==> src/rtl/router_input_port_if.sv <==
// Stream bundle around one router ingress port: the upstream AXI-Stream link
// and the per-lane request lanes toward the output arbiters.
interface router_input_port_if #(
  parameter int DATA_W = 32,
  parameter int REN    = 5
);
  logic [DATA_W-1:0] s_tdata;
  logic              s_tvalid;
  logic              s_tlast;
  logic              s_tready;
  logic [DATA_W-1:0] m_tdata;
  logic              m_tlast;
  logic [REN-1:0]    m_tvalid;
  logic [REN-1:0]    m_tready;

  modport master (
    output s_tdata, s_tvalid, s_tlast, m_tready,
    input  s_tready, m_tdata, m_tlast, m_tvalid
  );

  modport slave (
    input  s_tdata, s_tvalid, s_tlast, m_tready,
    output s_tready, m_tdata, m_tlast, m_tvalid
  );
endinterface

==> src/rtl/router_input_port.sv <==
// Mesh router ingress: small flit FIFO plus XY route latch; the head flit is
// offered on exactly one output lane for the duration of its packet.
module router_input_port #(
  parameter int DATA_W     = 32,
  parameter int COORD_W    = 4,
  parameter int X_COORD    = 0,
  parameter int Y_COORD    = 0,
  parameter int FIFO_DEPTH = 4,
  parameter int REN        = 5
) (
  input logic               clk,
  input logic               rst,
  router_input_port_if.slave bus
);
  localparam int PTR_W  = $clog2(FIFO_DEPTH);
  localparam int CNT_W  = PTR_W + 1;
  localparam int LANE_W = $clog2(REN);

  typedef enum logic {HEAD, BODY} state_t;

  logic [DATA_W-1:0]     mem [FIFO_DEPTH];
  logic [FIFO_DEPTH-1:0] last_mem;
  logic [PTR_W-1:0]      wr_ptr;
  logic [PTR_W-1:0]      rd_ptr;
  logic [CNT_W-1:0]      count;
  logic                  full;
  logic                  empty;
  logic                  push;
  logic                  pop;
  logic                  route_load;
  logic [LANE_W-1:0]     route_q;
  logic [REN-1:0]        lane_vld;
  logic [DATA_W-1:0]     head_data;
  logic                  head_last;
  state_t                state_q;
  state_t                state_d;

  // X-first dimension-order routing; lane order local, north, east, south, west.
  function automatic logic [LANE_W-1:0] xy_route(input logic [2*COORD_W-1:0] hdr);
    logic [COORD_W-1:0] dx;
    logic [COORD_W-1:0] dy;
    dx = hdr[COORD_W-1:0];
    dy = hdr[2*COORD_W-1:COORD_W];
    if (dx > COORD_W'(X_COORD))      return LANE_W'(2);
    else if (dx < COORD_W'(X_COORD)) return LANE_W'(4);
    else if (dy > COORD_W'(Y_COORD)) return LANE_W'(1);
    else if (dy < COORD_W'(Y_COORD)) return LANE_W'(3);
    else                             return LANE_W'(0);
  endfunction

  assign full          = (count == CNT_W'(FIFO_DEPTH));
  assign empty         = (count == '0);
  assign bus.s_tready  = !full && !rst;
  assign push          = bus.s_tvalid && bus.s_tready;

  // The empty-FIFO head reads as zero so the storage array needs no reset.
  assign head_data     = empty ? '0 : mem[rd_ptr];
  assign head_last     = empty ? 1'b0 : last_mem[rd_ptr];
  assign bus.m_tdata   = head_data;
  assign bus.m_tlast   = head_last;
  assign bus.m_tvalid  = lane_vld;

  always_ff @(posedge clk) begin
    if (push) begin
      mem[wr_ptr]      <= bus.s_tdata;
      last_mem[wr_ptr] <= bus.s_tlast;
    end
  end

  always_ff @(posedge clk) begin
    if (rst) begin
      wr_ptr <= '0;
      rd_ptr <= '0;
      count  <= '0;
    end else begin
      if (push) wr_ptr <= wr_ptr + PTR_W'(1);
      if (pop)  rd_ptr <= rd_ptr + PTR_W'(1);
      unique case ({push, pop})
        2'b10:   count <= count + CNT_W'(1);
        2'b01:   count <= count - CNT_W'(1);
        default: count <= count;
      endcase
    end
  end

  always_ff @(posedge clk) begin
    if (rst) begin
      state_q <= HEAD;
      route_q <= '0;
    end else begin
      state_q <= state_d;
      if (route_load) route_q <= xy_route(head_data[2*COORD_W-1:0]);
    end
  end

  // HEAD spends one cycle latching the route; BODY streams until the tlast pop.
  always_comb begin
    state_d    = state_q;
    route_load = 1'b0;
    lane_vld   = '0;
    pop        = 1'b0;
    unique case (state_q)
      HEAD: begin
        if (!empty) begin
          route_load = 1'b1;
          state_d    = BODY;
        end
      end
      BODY: begin
        if (!empty) begin
          lane_vld[route_q] = 1'b1;
          pop               = bus.m_tready[route_q];
          if (pop && head_last) state_d = HEAD;
        end
      end
      default: state_d = HEAD;
    endcase
  end
endmodule

==> src/flat_wrapper.sv <==
// flat-port wrapper written by rule: the top's interface ports become plain ports
module router_input_port_flat 
#(
  parameter int DATA_W     = 32,
  parameter int COORD_W    = 4,
  parameter int X_COORD    = 0,
  parameter int Y_COORD    = 0,
  parameter int FIFO_DEPTH = 4,
  parameter int REN        = 5
)
  (clk, rst, bus_s_tdata, bus_s_tvalid, bus_s_tlast, bus_m_tready, bus_s_tready, bus_m_tdata, bus_m_tlast, bus_m_tvalid);
  router_input_port_if #(.DATA_W(DATA_W), .REN(REN)) bus_i ();
  input logic clk;
  input logic rst;
  input wire logic [$bits(bus_i.s_tdata)-1:0] bus_s_tdata;
  input wire logic [$bits(bus_i.s_tvalid)-1:0] bus_s_tvalid;
  input wire logic [$bits(bus_i.s_tlast)-1:0] bus_s_tlast;
  input wire logic [$bits(bus_i.m_tready)-1:0] bus_m_tready;
  output wire logic [$bits(bus_i.s_tready)-1:0] bus_s_tready;
  output wire logic [$bits(bus_i.m_tdata)-1:0] bus_m_tdata;
  output wire logic [$bits(bus_i.m_tlast)-1:0] bus_m_tlast;
  output wire logic [$bits(bus_i.m_tvalid)-1:0] bus_m_tvalid;
  assign bus_i.s_tdata = bus_s_tdata;
  assign bus_i.s_tvalid = bus_s_tvalid;
  assign bus_i.s_tlast = bus_s_tlast;
  assign bus_i.m_tready = bus_m_tready;
  assign bus_s_tready = bus_i.s_tready;
  assign bus_m_tdata = bus_i.m_tdata;
  assign bus_m_tlast = bus_i.m_tlast;
  assign bus_m_tvalid = bus_i.m_tvalid;
  router_input_port #(.DATA_W(DATA_W), .COORD_W(COORD_W), .X_COORD(X_COORD), .Y_COORD(Y_COORD), .FIFO_DEPTH(FIFO_DEPTH), .REN(REN)) u_core (.clk(clk), .rst(rst), .bus(bus_i));
endmodule
==> config.mk <==
export PLATFORM = sky130hd
export DESIGN_NAME = router_input_port_flat
export DESIGN_NICKNAME = d
export VERILOG_FILES = /design/src/rtl/router_input_port_if.sv /design/src/rtl/router_input_port.sv /design/src/flat_wrapper.sv
export SDC_FILE = /design/constraint.sdc
export NUM_CORES = 1
export LEC_CHECK = 0
export ABC_AREA = 0
export CAP_MARGIN = 40
export CORE_UTILIZATION = 49
export CTS_CLUSTER_DIAMETER = 120
export DETAILED_ROUTE_END_ITERATION = 8
export GPL_ROUTABILITY_DRIVEN = 0
export PLACE_DENSITY_LB_ADDON = 0.3
export SYNTH_ARGS = -nofsm -noshare
export SYNTH_HDL_FRONTEND = slang
export SYNTH_SLANG_ARGS = --single-unit
==> constraint.sdc <==
create_clock -name clk -period 2.2 [get_ports clk]
set_input_delay 0.33 -clock clk [delete_from_list [all_inputs] [get_ports clk]]
set_output_delay 0.33 -clock clk [all_outputs]
set_load 0.02 [all_outputs]
* Word level (Yosys, flattened, before mapping) *
Memories as Yosys holds them, arrays and structs flattened. A register that Yosys moved wholly into a read port is not among the register bits.
Index checks and enable logic that the tools add are counted.
W data, S select, Z words.

word-level totals
  register bits after elaboration = 15
  bits in writable memories = 128
  input bits = 41
  output and inout port bits = 39
  logic and storage cells = 62
  memories kept = 1

cells by class
  $add $sub $neg = 4
  magnitude comparators = 9
  equality and inequality tests = 3
  multiplexer cells = 29
  bitwise gates (word level) = 1
  reductions and logical operators = 9

memory list
  memory      depth  width  read ports  clocked after memory_dff  wr ports  RTL line                 text
  u_core.mem  4      32     1           1                         1         router_input_port.sv:21  logic [DATA_W-1:0] mem [FIFO_DEPTH];

operator list
  kind                   number
  $mux W32               1
  $mux W1                13
  $mux W5                2
  $mux W3                3
  $gt A4 B1 Y1 const B   2
  $lt A4 B1 Y1 const B   2
  $lt A2 B3 Y1 const B   2
  $mux W2                3
  $pmux W3 S2            1
  $logic_and A1 B1 Y1    5
  $add A2 B1 Y2 const B  2
  $bwmux W4              1
  $lt A3 B4 Y1 const B   1
  $add A3 B1 Y3 const B  1
  $bmux W1 S3            1
  $demux W1 S3           1
  $eq A3 B3 Y1 const B   1
  $ge A3 B1 Y1 const B   1
  $logic_not A3 Y1       1
  $sub A3 B1 Y3 const B  1
  $bmux W1 S2            1
  $demux W1 S2           1
  $eq A2 B1 Y1 const B   1
  $eq A2 B2 Y1 const B   1
  other kinds (5)        6

* Depth between registers and ports, before layout *
  depth after elaboration = 7
  mapped depth = 9
  mapped depth without buffers = 9

* Least setup slack after synthesis *
OpenSTA, ideal clock, no wires.

  path kind = register to register
  start point = register u_core.count[0]
  end point = register u_core.last_mem[1] (enable)
  arrival = 1.729 ns
  path slack = 0.078 ns
  cell stages (with the launch flop) = 4
  buffers on the path = 0
  cell sequence = dfxtp_1 -> nor2_1 -> a211oi_2 -> and2_1

between the ends
  word-level cells in the longest chain between the ends = 4

ends and longest elaborated chain
  item                            RTL line                 text
  start: declaration              router_input_port.sv:25  logic [CNT_W-1:0] count;
  start signal: assignment        router_input_port.sv:79  2'b10: count <= count + CNT_W'(1);
  start signal: assignment        router_input_port.sv:80  2'b01: count <= count - CNT_W'(1);
  start signal: assignment        router_input_port.sv:81  default: count <= count;
  $eq A3 B3 Y1                    router_input_port.sv:51  assign full = (count == CNT_W'(FIFO_DEPTH));
  $logic_not A1 Y1                router_input_port.sv:53  assign bus.s_tready = !full && !rst;
  $logic_and A1 B1 Y1             router_input_port.sv:53
  $logic_and A1 B1 Y1             router_input_port.sv:54  assign push = bus.s_tvalid && bus.s_tready;
  end signal: indexed assignment  router_input_port.sv:66  last_mem[wr_ptr] <= bus.s_tlast;
  end: declaration                router_input_port.sv:22  logic [FIFO_DEPTH-1:0] last_mem;

No other way between the ends.
A chain may end at the register's enable or synchronous reset.

==> metrics.txt <==
status=finished, violations left; failing checks=setup timing; row cnt=38; H-tree depth=4; RSZ-0062 raised after global routing=true; Core Util, Final=0.676; setup TNS=-76.7 ps; Initial Utilization=0.511; count leader, synth=edfxtp_1; later-pin clock latency in the skew report=between 400 and 500 ps; Post-DP HPWL=about 6.7 mm; count of different cell masters after synthesis=29; min cycle time layout=between 2000 and 2500 ps; pin count of the biggest net entering global routing=24; VDD IR max=between 400 and 500 uV; post-route ant nets=0; fin. max-slew vios=0; Synth top area share=0.704; CP peak stage delay=~480 ps; EDFF count, synth=roughly 130; Post-CTS Hold Buffers=0; Post-synth top cells=edfxtp_1, and2_1, mux4_2; DR WL/cell=19.6 microns; worst-path fanout max=9; Die Width=109 microns; syn avg cell area=between 15 and 20 sq um; CTS Sinks=144; die area=roughly 12000 sq um; gr usage total=0.202; fmax=0.449 GHz; 1st-pass router iterations=4; CTS buffer count=17; Cell Area, Synth=5630 sq um; Cell Chain, Critical Path=buf_12 > buf_4 > mux4_2 > and2_1 > buf_2; kind of critical path=reg2out; Final setup viols=7; Fin. Hold Viols=0; drt total wl=approximately 11 mm; Critical Path Sink Type=output pin; Layout area overhead=32.5%; vias=a little over 3000; Final period util=1.01; placed inst area=roughly 6900 sq um; GRT overflow=0; initial antenna violation count=0; hold crit path type=in2reg; Longest Clk Path Bufs=2; Synth area leader=edfxtp_1; fin nets=between 400 and 500; Detailed Route Iter0 Violations=152; final worst slack=-28.7 ps; Max-Cap Viols=0; CTS root buf=clkbuf_16; CP arrival=1900 ps; Leak Pwr=approximately 2.6 nW; Vias/cell=approximately 5.4; CTS tree=built; floorplan core area=11000 sq um; port bufs=77; Post-synth ARST share=0; Worst-path clk slew=around 60 ps; Critical-path top delay cell=mux4_2; dominant synthesized flop cell=edfxtp_1; vias in the first global route=approximately 3200; Synth Net Count=about 330; YS warnings=0; Critical Path RT=1870 ps; ratio of cells with drive above 1 in the final layout=0.368; first-pass GRT wire length=roughly 17 mm; sequential share of the synthesized area=0.746; # IOs=80; register bit total from synthesis=144; Synth area leaders=edfxtp_1, mux4_2, dfxtp_1, and2_1, ha_1; die height=109 microns; Worst Skew=roughly 10 ps; Residual DRC=0; pwr dens=approximately 890 nW/um^2; Finished Cell Area=7460 sq um; cell count after synthesis=between 200 and 300; crit path launch type=register; Antenna diodes=0
==> layer usage <==
layer | vias to the layer above | part of all wire | track usage
met5 | - | 0 | 0
met3 | 12 | 0.050 | 0.0574
met4 | 0 | 0.012 | 0.0752
met1 | 1559 | 0.41 | 0.255
li1 | 1362 | - | -
met2 | 96 | 0.52 | 0.333
==> path summary, 6_finish.rpt <==
| path | end | cells past startpoint | start | slack (ps) |
|---|---|---|---|---|
| max | bus_m_tdata[11] | 5 | register | -30 |
| min | u_core.mem[2][29] | 1 | bus_s_tdata[29] | 550 |
| max reg2reg | u_core.count[2] | 8 | u_core.route_q[0] | 40 |
| min reg2reg | register | 2 | u_core.rd_ptr[0] | 550 |
==> critical path, delay by kind of cell (launching register included) <==
kind                   cells  cell delay (ps)
AND/OR/NAND/NOR            1              190
buffers and inverters      3              420
multiplexers               1              480
flip-flops                 1              390
==> what timing repair did <==
| item | 4_1_cts | 5_1_grt |
|---|---|---|
| setup buffers | 4 | 11 |
| endpoints found under the setup margin | 37 | 26 |
| pin swaps | 2 | 2 |
| resized for setup | 143 | 18 |
| gates cloned | 1 | 0 |
| hold endpoints to repair | 0 | 0 |
==> cells by family (layout without fill, tap and decap cells) <==
family                   after synthesis  count (layout)  synth area share
buffers and inverters                 21             158            0.0182
multiplexers                          34              34             0.136
AO/OA/AOI/OAI                         10              10            0.0133
other                                  1               1          0.000666
flip-flops                           144             144             0.746
adder cells (fa/ha/maj)                6               6            0.0147
XOR/XNOR                               5               5           0.00778
AND/OR/NAND/NOR                       63              63            0.0631
==> placed cells by master, fill, tap and decap left out, types with 3 or more instances in the layout <==
cell	count
buf_4	29
mux4_2	34
and2_2	4
ha_1	5
a21oi_1	3
nor3_1	3
bufinv_16	3
nand2_1	3
clkinv_4	3
xor2_1	3
nor2_1	13
edfxtp_1	132
and2_1	29
clkbuf_1	3
inv_1	8
dfxtp_1	8
buf_2	27
clkbuf_16	17
dfxtp_2	3
clkdlybuf4s50_1	40
buf_12	13
and2_4	4
buf_6	4
==> metrics by stage <==
step / worst slack, ps / power [W] / hold WS [ps] / cells
finish: -28.7 / 0.00663 / 553 / 561
floorplan: 77.7 / 0.00348 / 396 / 284
CTS: -123 / 0.00668 / 534 / 553
global placement: -251 / 0.00382 / 531 / 516
global route: -82.9 / 0.00684 / 540 / 561
detailed placement: -313 / 0.00384 / 549 / 516
==> power breakdown <==
group          leakage (nW)  internal (W)  switching [W]
Combinational          1.02      0.000318       0.000335
Sequential             1.30       0.00307      0.0000329
Clock                 0.283       0.00179        0.00108
Total                  2.60       0.00518        0.00145
==> sequential cells by signal, summed over array words and instances, names as in the netlist, named ones only <==
| name | cells |
|---|---|
| u_core.wr_ptr | 2 |
| u_core.rd_ptr | 2 |
| u_core.mem | 128 |
| u_core.state_q | 1 |
| u_core.count | 3 |
| u_core.route_q | 2 |
| u_core.last_mem | 4 |
==> layout make-up <==
| cell class | count | area (sq um) |
|---|---|---|
| clock buffer | 20 | 437 |
| clock inverter | 12 | 158 |
| fill | 741 | 3570 |
| inverter | 8 | 30.0 |
| multi-input combinational | 119 | 1350 |
| sequential | 144 | 4210 |
| tap | 140 | 175 |
| timing repair buffer | 118 | 1100 |
Note: power is estimated with default switching activity, not from simulation.
